[src/rtl/vfpu_job_ctrl_pkg.sv]
`default_nettype none
// ============================================================================
// Module      : hwpe_ctrl_vfpu_package
// Description : Shared types and constants for the VFPU job sequencer.
// Revision    : 1.0 - initial release
// ============================================================================
package hwpe_ctrl_vfpu_package;

    typedef enum logic [2:0] {
        VFPU_JOB_IDLE  = 3'd0,
        VFPU_JOB_LOAD  = 3'd1,
        VFPU_JOB_RUN   = 3'd2,
        VFPU_JOB_DRAIN = 3'd3,
        VFPU_JOB_DONE  = 3'd4
    } vfpu_job_state_e;

    localparam logic VFPU_OP_ADD = 1'b0;
    localparam logic VFPU_OP_SUB = 1'b1;

endpackage
`default_nettype wire

[src/rtl/vfpu_job_ctrl_beat_counter.sv]
`default_nettype none
// ============================================================================
// Module      : vfpu_beat_counter
// Description : Counter that saturates at a terminal value and flags the
//               enabled increment that reaches it.
// Revision    : 1.0 - initial release
// ============================================================================
module vfpu_beat_counter #(
    parameter int unsigned CNT_WIDTH = 16
) (
    input  logic                 clk_i,
    input  logic                 rst_ni,
    input  logic                 clear_i,
    input  logic                 en_i,
    input  logic [CNT_WIDTH-1:0] term_i,
    output logic [CNT_WIDTH-1:0] count_o,
    output logic                 hit_o
);

    logic [CNT_WIDTH-1:0] r_count;
    logic [CNT_WIDTH-1:0] w_count_inc;
    logic                 w_at_term;

    assign w_at_term   = (r_count == term_i);
    assign w_count_inc = r_count + CNT_WIDTH'(1);
    // Hit fires only on the increment that lands on the terminal value.
    assign hit_o       = en_i && !w_at_term && (w_count_inc == term_i);

    always_ff @(posedge clk_i or negedge rst_ni) begin
        if (!rst_ni) begin
            r_count <= '0;
        end else if (clear_i) begin
            r_count <= '0;
        end else if (en_i && !w_at_term) begin
            r_count <= w_count_inc;
        end
    end

    assign count_o = r_count;

endmodule
`default_nettype wire

[src/rtl/vfpu_job_ctrl.sv]
`default_nettype none
// ============================================================================
// Module      : vfpu_job_ctrl
// Description : Job sequencer for the VFPU add/sub streamer. Optional cycle
//               counter enabled by macro VFPU_JOB_PERF_CNT_EN.
// Revision    : 1.0 - initial release
// ============================================================================
module vfpu_job_ctrl
    import hwpe_ctrl_vfpu_package::*;
#(
    parameter int unsigned CNT_WIDTH   = 16,
    parameter int unsigned NB_OPERANDS = 2
) (
    input  logic                   clk_i,
    input  logic                   rst_ni,
    input  logic                   clear_i,
    input  logic                   start_i,
    input  logic [CNT_WIDTH-1:0]   len_i,
    input  logic                   op_i,
    output logic                   op_o,
    output logic [NB_OPERANDS-1:0] src_start_o,
    output logic                   sink_start_o,
    input  logic                   res_valid_i,
    input  logic                   res_ready_i,
    input  logic                   sink_done_i,
    output logic                   busy_o,
    output logic                   done_o,
    output logic [CNT_WIDTH-1:0]   beats_o,
    output logic [31:0]            cycles_o
);

    vfpu_job_state_e      r_state;
    vfpu_job_state_e      w_state_next;
    logic [CNT_WIDTH-1:0] r_len;
    logic                 r_op;
    logic                 w_idle;
    logic                 w_accept;
    logic                 w_zero_job;
    logic                 w_beat_en;
    logic                 w_beat_hit;

    assign w_idle     = (r_state == VFPU_JOB_IDLE);
    assign w_accept   = w_idle && start_i && (len_i != '0);
    assign w_zero_job = w_idle && start_i && (len_i == '0);
    assign w_beat_en  = (r_state == VFPU_JOB_RUN) && res_valid_i && res_ready_i;

    always_ff @(posedge clk_i or negedge rst_ni) begin
        if (!rst_ni) begin
            r_state <= VFPU_JOB_IDLE;
        end else begin
            r_state <= w_state_next;
        end
    end

    always_comb begin
        w_state_next = r_state;
        case (r_state)
            VFPU_JOB_IDLE: begin
                if (w_accept) begin
                    w_state_next = VFPU_JOB_LOAD;
                end else if (w_zero_job) begin
                    w_state_next = VFPU_JOB_DONE;
                end
            end
            VFPU_JOB_LOAD:  w_state_next = VFPU_JOB_RUN;
            VFPU_JOB_RUN: begin
                // A sink flush coinciding with the final beat skips DRAIN.
                if (w_beat_hit) begin
                    w_state_next = sink_done_i ? VFPU_JOB_DONE : VFPU_JOB_DRAIN;
                end
            end
            VFPU_JOB_DRAIN: begin
                if (sink_done_i) begin
                    w_state_next = VFPU_JOB_DONE;
                end
            end
            VFPU_JOB_DONE:  w_state_next = VFPU_JOB_IDLE;
            default:        w_state_next = VFPU_JOB_IDLE;
        endcase
        if (clear_i) begin
            w_state_next = VFPU_JOB_IDLE;
        end
    end

    // Job parameters are only captured for non-empty jobs; op survives clear.
    always_ff @(posedge clk_i or negedge rst_ni) begin
        if (!rst_ni) begin
            r_len <= '0;
            r_op  <= VFPU_OP_ADD;
        end else if (w_accept && !clear_i) begin
            r_len <= len_i;
            r_op  <= op_i;
        end
    end

    vfpu_beat_counter #(
        .CNT_WIDTH (CNT_WIDTH)
    ) u_beat_counter (
        .clk_i   (clk_i),
        .rst_ni  (rst_ni),
        .clear_i (clear_i || w_accept),
        .en_i    (w_beat_en),
        .term_i  (r_len),
        .count_o (beats_o),
        .hit_o   (w_beat_hit)
    );

    assign op_o         = r_op;
    assign src_start_o  = {NB_OPERANDS{r_state == VFPU_JOB_LOAD}};
    assign sink_start_o = (r_state == VFPU_JOB_LOAD);
    assign busy_o       = !w_idle;
    assign done_o       = (r_state == VFPU_JOB_DONE);

`ifdef VFPU_JOB_PERF_CNT_EN
    logic [31:0] r_cycles;
    logic        w_cyc_active;
    logic        w_job_start;

    assign w_cyc_active = (r_state == VFPU_JOB_LOAD) || (r_state == VFPU_JOB_RUN) ||
                          (r_state == VFPU_JOB_DRAIN);
    assign w_job_start  = w_idle && start_i;

    always_ff @(posedge clk_i or negedge rst_ni) begin
        if (!rst_ni) begin
            r_cycles <= '0;
        end else if (clear_i || w_job_start) begin
            r_cycles <= '0;
        end else if (w_cyc_active && (r_cycles != '1)) begin
            r_cycles <= r_cycles + 32'd1;
        end
    end

    assign cycles_o = r_cycles;
`else
    assign cycles_o = '0;
`endif

endmodule
`default_nettype wire

[config.mk]
export PLATFORM = sky130hd
export DESIGN_NAME = vfpu_job_ctrl
export DESIGN_NICKNAME = d
export VERILOG_FILES = /design/src/rtl/vfpu_job_ctrl_pkg.sv /design/src/rtl/vfpu_job_ctrl_beat_counter.sv /design/src/rtl/vfpu_job_ctrl.sv
export SDC_FILE = /design/constraint.sdc
export NUM_CORES = 1
export LEC_CHECK = 0
export ABC_AREA = 1
export CORE_ASPECT_RATIO = 0.5
export CORE_MARGIN = 5
export CORE_UTILIZATION = 45
export CTS_CLUSTER_SIZE = 30
export DETAILED_ROUTE_END_ITERATION = 8
export PLACE_DENSITY = 0.76
export SETUP_SLACK_MARGIN = 0.1
export SLEW_MARGIN = 10
export SYNTH_ARGS = -nofsm -noshare
export SYNTH_HDL_FRONTEND = slang
export SYNTH_SLANG_ARGS = --single-unit
export TNS_END_PERCENT = 30
[constraint.sdc]
create_clock -name clk_i -period 2.2 [get_ports clk_i]
set_input_delay 0.66 -clock clk_i [delete_from_list [all_inputs] [get_ports clk_i]]
set_output_delay 0.66 -clock clk_i [all_outputs]
set_load 0.01 [all_outputs]
# Word level (Yosys, flattened, before mapping)
# Index checks and enable logic that the tools add are counted.
[word_totals]
ff_bits = 36
in_bits = 24
out_inout_bits = 54
[classes]
n_addsub = 1
muxes = 9
n_reduce_logical = 17
eq_ne = 9
[ops]
columns = ["cell", "n"]
rows = [
  ["== test 16 bit", 2],
  ["two-way mux 16 bit", 2],
  ["two-way mux 3 bit", 6],
  ["adder 16 x 1 -> 16 bit, second input constant", 1],
  ["logical NOT 16 bit", 1],
  ["nonzero test 16 bit", 1],
  ["one-hot mux 3 bit (4 select lines)", 1],
  ["logical AND 1 bit", 8],
  ["== test 3 x 2 -> 1 bit, second input constant", 2],
  ["inequality test 4 x 2 -> 1 bit, second input constant", 1],
  ["== test 3 x 1 -> 1 bit, second input constant", 1],
  ["== test 3 bit, second input constant", 1],
  ["logical NOT 1 bit", 3],
  ["logical NOT 3 bit", 1],
  ["inequality test 3 x 2 -> 1 bit, second input constant", 1],
  ["inequality test 3 bit, second input constant", 1],
  ["AND reduction 3 bit", 1],
  ["nonzero test 2 bit", 1],
  ["logical OR 1 bit", 1],
]

# Depth between registers and ports, before layout
# Gate-level depths: netlist of run 1.
[logic_depth]
word_depth = 8
ltp_mapped = 15

# Modules after synthesis
# From an unflattened synthesis of run 1, not the netlist that was laid out.
[unflattened]
cells_unflattened = 462
hier_area_um2 = 3111.7
[modules_own_cells]
columns = ["mod", "cells_per_inst", "area_per_inst_um2", "n_inst", "seq_area_each_um2"]
rows = [
  ["vfpu_beat_counter", 299, 1751.7, 1, 400.4],
  ["vfpu_job_ctrl", 163, 1360.1, 1, 500.5],
]

# Worst setup path before layout of run 1
# No wires, ideal clock.
[synth_path]
path_kind = "reg2reg"
startpoint = "reg u_beat_counter.r_count[0], in the netlist u_beat_counter.count_o[0]"
endpoint = "reg r_state[1]"
arrival_time_ps = 1728
path_stages_with_launch = 15
t_required_ps = 2083
period_less_slack_ps = 1845
setup_ps = 117
path_slack_ps = 355
path_cell_list = "dfrtp_1 ha_1 nand2_1 nor2_2 nand3_1 nand2_1 nand2_1 nand2_1 nand3_1 nor2_1 nand3_1 nand2_1 nand2_1 nand3_1 nand2_1"
[synth_between]
elab_chain_len = 6
[synth_rtl]
columns = ["item", "line_no", "source"]
rows = [
  ["from (decl)", "vfpu_job_ctrl_beat_counter.sv:20", "logic [CNT_WIDTH-1:0] r_count;"],
  ["from (signal assigned)", "vfpu_job_ctrl_beat_counter.sv:35", "r_count <= w_count_inc;"],
  ["parallel branches: the longest is 3 deep, another holds adder 16 x 1 -> 16 bit", "n/a", ""],
  ["logical AND 1 bit *", "vfpu_job_ctrl_beat_counter.sv:27", "assign hit_o = en_i && !w_at_term && (w_count_inc == term_i);"],
  ["inequality test 3 x 2 -> 1 bit (no source line) *", "n/a", ""],
  ["AND reduction 3 bit (no source line) *", "n/a", ""],
  ["to (signal assigned)", "vfpu_job_ctrl.sv:51", "r_state <= w_state_next;"],
  ["to (decl)", "vfpu_job_ctrl.sv:32", "vfpu_job_state_e r_state;"],
]
# Mark *: on every way between the ends.
# A chain may end at the register's enable or synchronous reset.

# Worst setup path after layout of run 1
# Ends and elaborated chain as after synthesis.

==> metrics.csv, run 1 <==
stage,metric,value,unit
hold_path,min_path_type,flip-flop to flip-flop,
cells_and_area,fin_cells,578,
worst_setup_path,cp.arrival,2.26,ns
clocking,clock_path_buffers,2,
floorplan,rows,20,
synth,synth_compound_area_share,9.805,%
place,dpl.cell_count,569,
clocking,tritoncts,done,
routing,via_count,2878,
synth,yosys.area_share.adder,0.4539,%
sta,slew_viol_final,0,
pwr,p_int,1.794,mW
pwr,power,2.850,mW
pwr,swShare,37.06,%
synth,yosysSeqAreaShare,32.68,%
worst_setup_path,r2r_start,u_beat_counter.count_o[0]$_DFFE_PN0P_,
routing,wl_per_cell,13.08,um
clocking,cts_hold_buffers,0,
worst_setup_path,regToRegSetupSlack,0.15,ns
clocking,h-tree-depth,2,
grt,track_usage,19.11,%
flow_run,max_cap_violations,0,
sta,rsz0062_at_grt,true,
pwr,powerDensity,776.5,nW/um^2
routing,routed_wl,7559,um
place,place_hpwl,5657,um
cells_and_area,area.growth.synth_to_final,33.14,%
synth,synth_top_area_share,32.68,%
clocking,cts_made_buffers,5,
sta,layout_worst_path_cycle_share,93.16,%
synth,synth.yosys.warnings,0,
pwr,seqPwrFrac,32.5,%
worst_setup_path,crit_required,2.41,ns
synth,avgSynthCellArea,6.440,um^2
grt,grt_antenna_before_repair,0,
pwr,comb_power_share,39.3,%
routing,drtIter0Drc,180,
hold_path,hp-start,op_o$_DFFE_PN0P_,
synth,synth_cell_type_count,30,
synth,synth_mux_area_share,0.4085,%
floorplan,fp.dieH,65.34,um
cells_and_area,drive_gt1_share,12.77,%
floorplan,start_util,45.90,%
floorplan,io_pins,78,
sta,skew,0.005701,ns
cells_and_area,layout_commonest_cell,nand2_1,
clocking,ctsRootBufferMaster,clkbuf_16,
grt,grt_max_degree,37,
clocking,path_clk_slew,0.06,ns
pwr,p_switching,1.056,mW
sta,setup_tns,0,ns
clocking,clock-sinks,36,
floorplan,core,6006,um^2
cells_and_area,final_cell_mix,"nand2_1 (140), inv_1 (51), nand3_1 (35)",
synth,syn_area,2756,um^2
synth,yosys.area_share.simple,37.68,%
synth,netlist_instances,428,
worst_setup_path,path_class,flip-flop to flip-flop,
worst_setup_path,reg2reg_depth,14,
synth,ys_seq_elements,36,
worst_setup_path,crit_path_end_kind,flip-flop,
routing,drtPass1Iterations,5,
worst_setup_path,cp-start-kind,flip-flop,
clocking,clk_latency,0.28,ns
grt,grt_pass1_vias,2565,
sta,period_needed,2.050,ns
grt,grt_overflow,0,
routing,drt.antenna.violating_nets,0,
sta,finalSetupViolCount,0,
synth,synth_top_family_by_area,simple AND/OR/NAND/NOR gates,
synth,synth_area_leader_cell,dfrtp_1,
cells_and_area,num-fill-cells,543,
synth,synthXorXnorAreaFrac,1.271,%
place,portBuffers,45,
outcome,status,completed,
place,gp_congestion,0.9340,
cells_and_area,diodes,0,
sta,clock.fmax,0.4879,GHz
routing,drc,0,
pwr,leakage,1.844,nW
synth,yosys-top-cells-area,"dfrtp_1 (33%), nand2_1 (19%), buf_4 (9.5%)",
pwr,power.share.clock,28.2,%
routing,vias_per_cell,4.979,
floorplan,dieArea,7885,um^2
pwr,peakVddDrop,0.3511,mV
grt,grt_pass1_wl,12010,um
cells_and_area,nets,525,
worst_setup_path,cp-startpoint,u_beat_counter.count_o[0]$_DFFE_PN0P_,
floorplan,die_x,120.7,um
worst_setup_path,endpoint,r_state[1]$_DFFE_PN0P_,
worst_setup_path,rr_endpoint,r_state[1]$_DFFE_PN0P_,
worst_setup_path,cp_max_fo,4,
sta,hold_viol,0,
worst max-delay path, cell delays in order, from the launching register on:
cell	delay, ns
dfrtp_1	0.35
ha_1	0.22
nand3_1	0.17
nor2_2	0.16
buf_4	0.15
nand3_1	0.06
nand2_1	0.09
nand2_1	0.07
nand2_1	0.06
nand3_1	0.10
nor2_1	0.13
nand4_1	0.18
nand2_1	0.11
nand3_1	0.06
nand2_1	0.07
how the worst min path moves through the flow:
stage / cells past startpoint / end
6_report: 1 / op_o$_DFFE_PN0P_
5_1_grt: 1 / op_o$_DFFE_PN0P_
4_1_cts: 1 / op_o$_DFFE_PN0P_
3_5_place_dp: 1 / op_o$_DFFE_PN0P_
3_3_place_gp: 1 / op_o$_DFFE_PN0P_
2_1_floorplan: 0 / op_o$_DFFE_PN0P_
timing repair:
action / in CTS / in global routing
pin swaps: 2 / 8
resized for setup: 18 / 22
setup buffers: 0 / 1
endpoints found under the setup margin: 40 / 36
area by class of cell:
type                       count  area, um^2  share of cell area [%]
tap                           77       96.34                   2.625
sequential                    36       903.4                   24.62
inverter                      53       198.9                   5.421
clock buffer                   6       128.9                   3.512
multi-input combinational    330        1572                   42.82
timing repair buffer          74       735.7                   20.05
clock inverter                 2       35.03                  0.9547
cells in the mapped netlist, drive strengths merged:
cell type / count
o2111ai: 1
o22ai: 1
nor4: 4
or2: 1
a21boi: 1
a211oi: 1
nor3: 5
nand2: 143
dfrtp: 36
inv: 53
and2: 1
o21bai: 1
nand3: 36
buf: 38
mux2: 1
nand3b: 1
xor2: 4
ha: 1
conb: 1
clkbuf: 2
nor2: 42
a21oi: 9
nand4: 9
o21ai: 36
power by group through the flow:
stage	clock [mW]	combinational [mW]	sequential, mW
final	0.804	1.12	0.925
after global routing	0.855	1.26	0.938
after CTS	0.809	1.09	0.915
after detailed placement	0	1.06	0.916
after global placement	0	1.05	0.914
after floorplan	0	0.747	0.900
flip-flops by register name (all words and copies together) (netlist names):
signal	flops
r_state	3
op_o	1
u_beat_counter.count_o	16
r_len	16
per-stage QoR:
step / cell area (um^2) / util (%) / setup WS (ns) / hold slack, ns
floorplan: 2873 / - / 0.3547 / 0.3644
global placement: 3385 / 56.35 / -0.3846 / 0.5134
detailed placement: 3385 / 56.35 / -0.4677 / 0.5121
CTS: 3601 / 59.96 / 0.006425 / 0.5366
global route: 3670 / 61.10 / 0.008759 / 0.5450
finish: 3670 / 61.10 / 0.1504 / 0.5409
layer usage:
metal	vias to the layer above	part of all wire (%)	track usage (%)
met1	1293	48	27.12
met2	134	42	28.98
met4	0	1.3	5.508
li1	1440	-	-
met5	-	0	0
met3	11	9.1	4.643
cells by family (layout without fill, tap and decap cells):
family | after synthesis | in the layout
simple gates | 242 | 242
buf+inv | 93 | 135
compound gates | 50 | 50
flops | 36 | 36
xor+xnor | 4 | 4
fa+ha+maj | 1 | 1
other cells | 1 | 32
mux | 1 | 1
No activity file was read; power rests on OpenSTA's default activity.
==> run 2, diff against run 1 <==
--- a/config.mk
+++ b/config.mk
@@ -8,10 +8,11 @@
 export ABC_AREA = 1
 export CORE_ASPECT_RATIO = 0.5
 export CORE_MARGIN = 5
-export CORE_UTILIZATION = 45
+export CORE_UTILIZATION = 49
 export CTS_CLUSTER_SIZE = 30
 export DETAILED_ROUTE_END_ITERATION = 8
-export PLACE_DENSITY = 0.76
+export GPL_ROUTABILITY_DRIVEN = 0
+export PLACE_DENSITY = 0.82
 export SETUP_SLACK_MARGIN = 0.1
 export SLEW_MARGIN = 10
 export SYNTH_ARGS = -nofsm -noshare
==> run 2 against run 1 <==
  * Register-to-register slack better by 0.03 ns
  * Clock skew fell by 0.00051 ns
  * Core utilization grew 7.4 points
  * Worst hold slack got worse by 0.031 ns
  * Final area is 2.0% higher
  * First-iteration DRC count grew 31%
  * Fmax grew 1.0%
  * Sequential share of layout area shrank 0.49 points
  * Die area shrank 7.2%
  * Sequential power down 0.5%
  * Setup slack improved by 0.021 ns
  * Highest routed layer unchanged
==> metrics.csv, run 2 (synthesis results as in run 1) <==
stage,metric,value,unit
routing,via_count,2931,
pwr,seqPwrFrac,32.9,%
routing,drtIter0Drc,235,
pwr,powerDensity,747.4,nW/um^2
place,dpl.cell_count,561,
routing,drt.antenna.violating_nets,0,
clocking,cts_made_buffers,5,
grt,grt-busiest-layer,met2,
floorplan,rows,19,
clocking,ctsRootBufferMaster,clkbuf_16,
routing,routed_wl,7912,um
pwr,swShare,38.50,%
sta,fin_ws,0.1711,ns
worst_setup_path,cp.arrival,1.37,ns
routing,drtPass1Iterations,5,
cells_and_area,multi_input_comb_area,1649,um^2
grt,grt_pass1_wl,12280,um
cells_and_area,diodes,0,
sta,clock.fmax,0.4929,GHz
grt,track_usage,21.27,%
grt,grtUsageMet3,5.319,%
sta,period_needed,2.029,ns
sta,finalSetupViolCount,0,
cells_and_area,seq_area,903.4,um^2
pwr,leakage,1.810,nW
worst_setup_path,r2r_start,u_beat_counter.count_o[1]$_DFFE_PN0P_,
flow_run,max_cap_violations,0,
clocking,h-tree-depth,2,
place,place_hpwl,5543,um
clocking,tritoncts,done,
clocking,clk_latency,0.29,ns
floorplan,dieArea,7316,um^2
floorplan,core,5468,um^2
cells_and_area,fin_cells,576,
pwr,peakVddDrop,0.5156,mV
hold_path,hold_end,op_o$_DFFE_PN0P_,
hold_path,min_path_cells,1,
sta,skew,0.005190,ns
hold_path,min_path_type,flip-flop to flip-flop,
floorplan,io_pins,78,
grt,grt_overflow,0,
pwr,power.share.clock,26.2,%
clocking,clock-sinks,36,
cells_and_area,area.growth.synth_to_final,35.86,%
cells_and_area,num-fill-cells,450,
worst_setup_path,rr_endpoint,r_state[1]$_DFFE_PN0P_,
worst_setup_path,regToRegSetupSlack,0.18,ns
sta,slew_viol_final,0,
routing,drc,0,
routing,wl_per_cell,13.74,um
place,pre_cts_slack,-0.4820,ns
sta,whs,0.5095,ns
cells_and_area,final_cell_mix,"nand2_1 (133), inv_1 (52), dfrtp_1 (34)",
floorplan,die_x,116.1,um
cells_and_area,nets,527,
grt,gr-usage-met2,32.23,%
routing,vias_per_cell,5.089,
worst_setup_path,reg2reg_depth,15,
grt,use_met1,29.80,%
worst_setup_path,cp-start-kind,flip-flop,
clocking,path_clk_slew,0.05,ns
cells_and_area,drive_gt1_share,16.10,%
sta,layout_worst_path_cycle_share,92.22,%
outcome,status,completed,
worst_setup_path,crit_path_end_kind,output pin,
pwr,comb_power_share,40.9,%
place,portBuffers,45,
floorplan,start_util,50.41,%
worst_setup_path,cp_max_fo,6,
pwr,p_switching,1.078,mW
pwr,p_int,1.721,mW
grt,grt_max_degree,37,
hold_path,hp-start,op_o$_DFFE_PN0P_,
worst_setup_path,crit_required,1.54,ns
grt,grt_antenna_before_repair,0,
clocking,clock_path_buffers,2,
cells_and_area,layout_commonest_cell,nand2_1,
sta,hold_viol,0,
floorplan,fp.dieH,63.04,um
worst_setup_path,path_class,flip-flop to output pin,
grt,grt_pass1_vias,2611,
sta,rsz0062_at_grt,true,
-- run 2: area by class of cell --
class | count | share of cell area [%]
Clock buffer | 8 | 3.909
Timing Repair Buffer | 76 | 20.11
Tap cell | 73 | 2.439
Sequential cell | 36 | 24.12
Multi-Input combinational cell | 330 | 44.04
Inverter | 53 | 5.379
-- run 2: routing by layer --
metal  part of all wire [%]  routed length (um)
met1                     44                3476
met2                     45                3581
met3                    9.6                 758
met4                    1.2                  96
met5                      0                   0
-- run 2: worst max-delay path, stage by stage, from the launching register on --
cell and delay (ns):
dfrtp_1 0.45, inv_1 0.11, nor3_2 0.22, dlygate4sd2_1 0.31
-- run 2: stage by stage --
stage	setup TNS [ns]	power (mW)	util, %	area (um^2)
2_1_floorplan	0	1.648	-	2873
3_3_place_gp	-10.86	1.945	61.26	3349
3_5_place_dp	-13.55	1.969	61.26	3349
4_1_cts	0	2.703	64.53	3528
5_1_grt	0	2.983	68.49	3745
6_report	0	2.799	68.49	3745
-- run 2: how the worst max path moves through the flow --
| stage | to | start | slack [ns] |
|---|---|---|---|
| after floorplan | r_state[1]$_DFFE_PN0P_ | u_beat_counter.count_o[0]$_DFFE_PN0P_ | 0.35 |
| after global placement | u_beat_counter.count_o[8]$_DFFE_PN0P_ | len_i[5] | -0.36 |
| after detailed placement | u_beat_counter.count_o[1]$_DFFE_PN0P_ | len_i[5] | -0.48 |
| after CTS | u_beat_counter.count_o[4]$_DFFE_PN0P_ | len_i[10] | 0.11 |
| after global routing | r_state[1]$_DFFE_PN0P_ | u_beat_counter.count_o[1]$_DFFE_PN0P_ | 0.07 |
| final | sink_start_o | r_state[0]$_DFFE_PN0P_ | 0.17 |
-- run 2: power by group through the flow --
stage / Sequential [mW] / Combinational, mW / Clock, mW
floorplan: 0.900 / 0.747 / 0
global placement: 0.913 / 1.03 / 0
detailed placement: 0.919 / 1.05 / 0
CTS: 0.912 / 1.06 / 0.731
global route: 0.938 / 1.28 / 0.765
finish: 0.920 / 1.15 / 0.733
-- run 2: repair_timing --
action / in CTS / in global routing
pin swaps: 2 / 19
cloned: 0 / 1
resized for setup: 15 / 44
setup endpoints to repair: 40 / 40
hold buffers: 0 / 0
setup buffers: 0 / 6
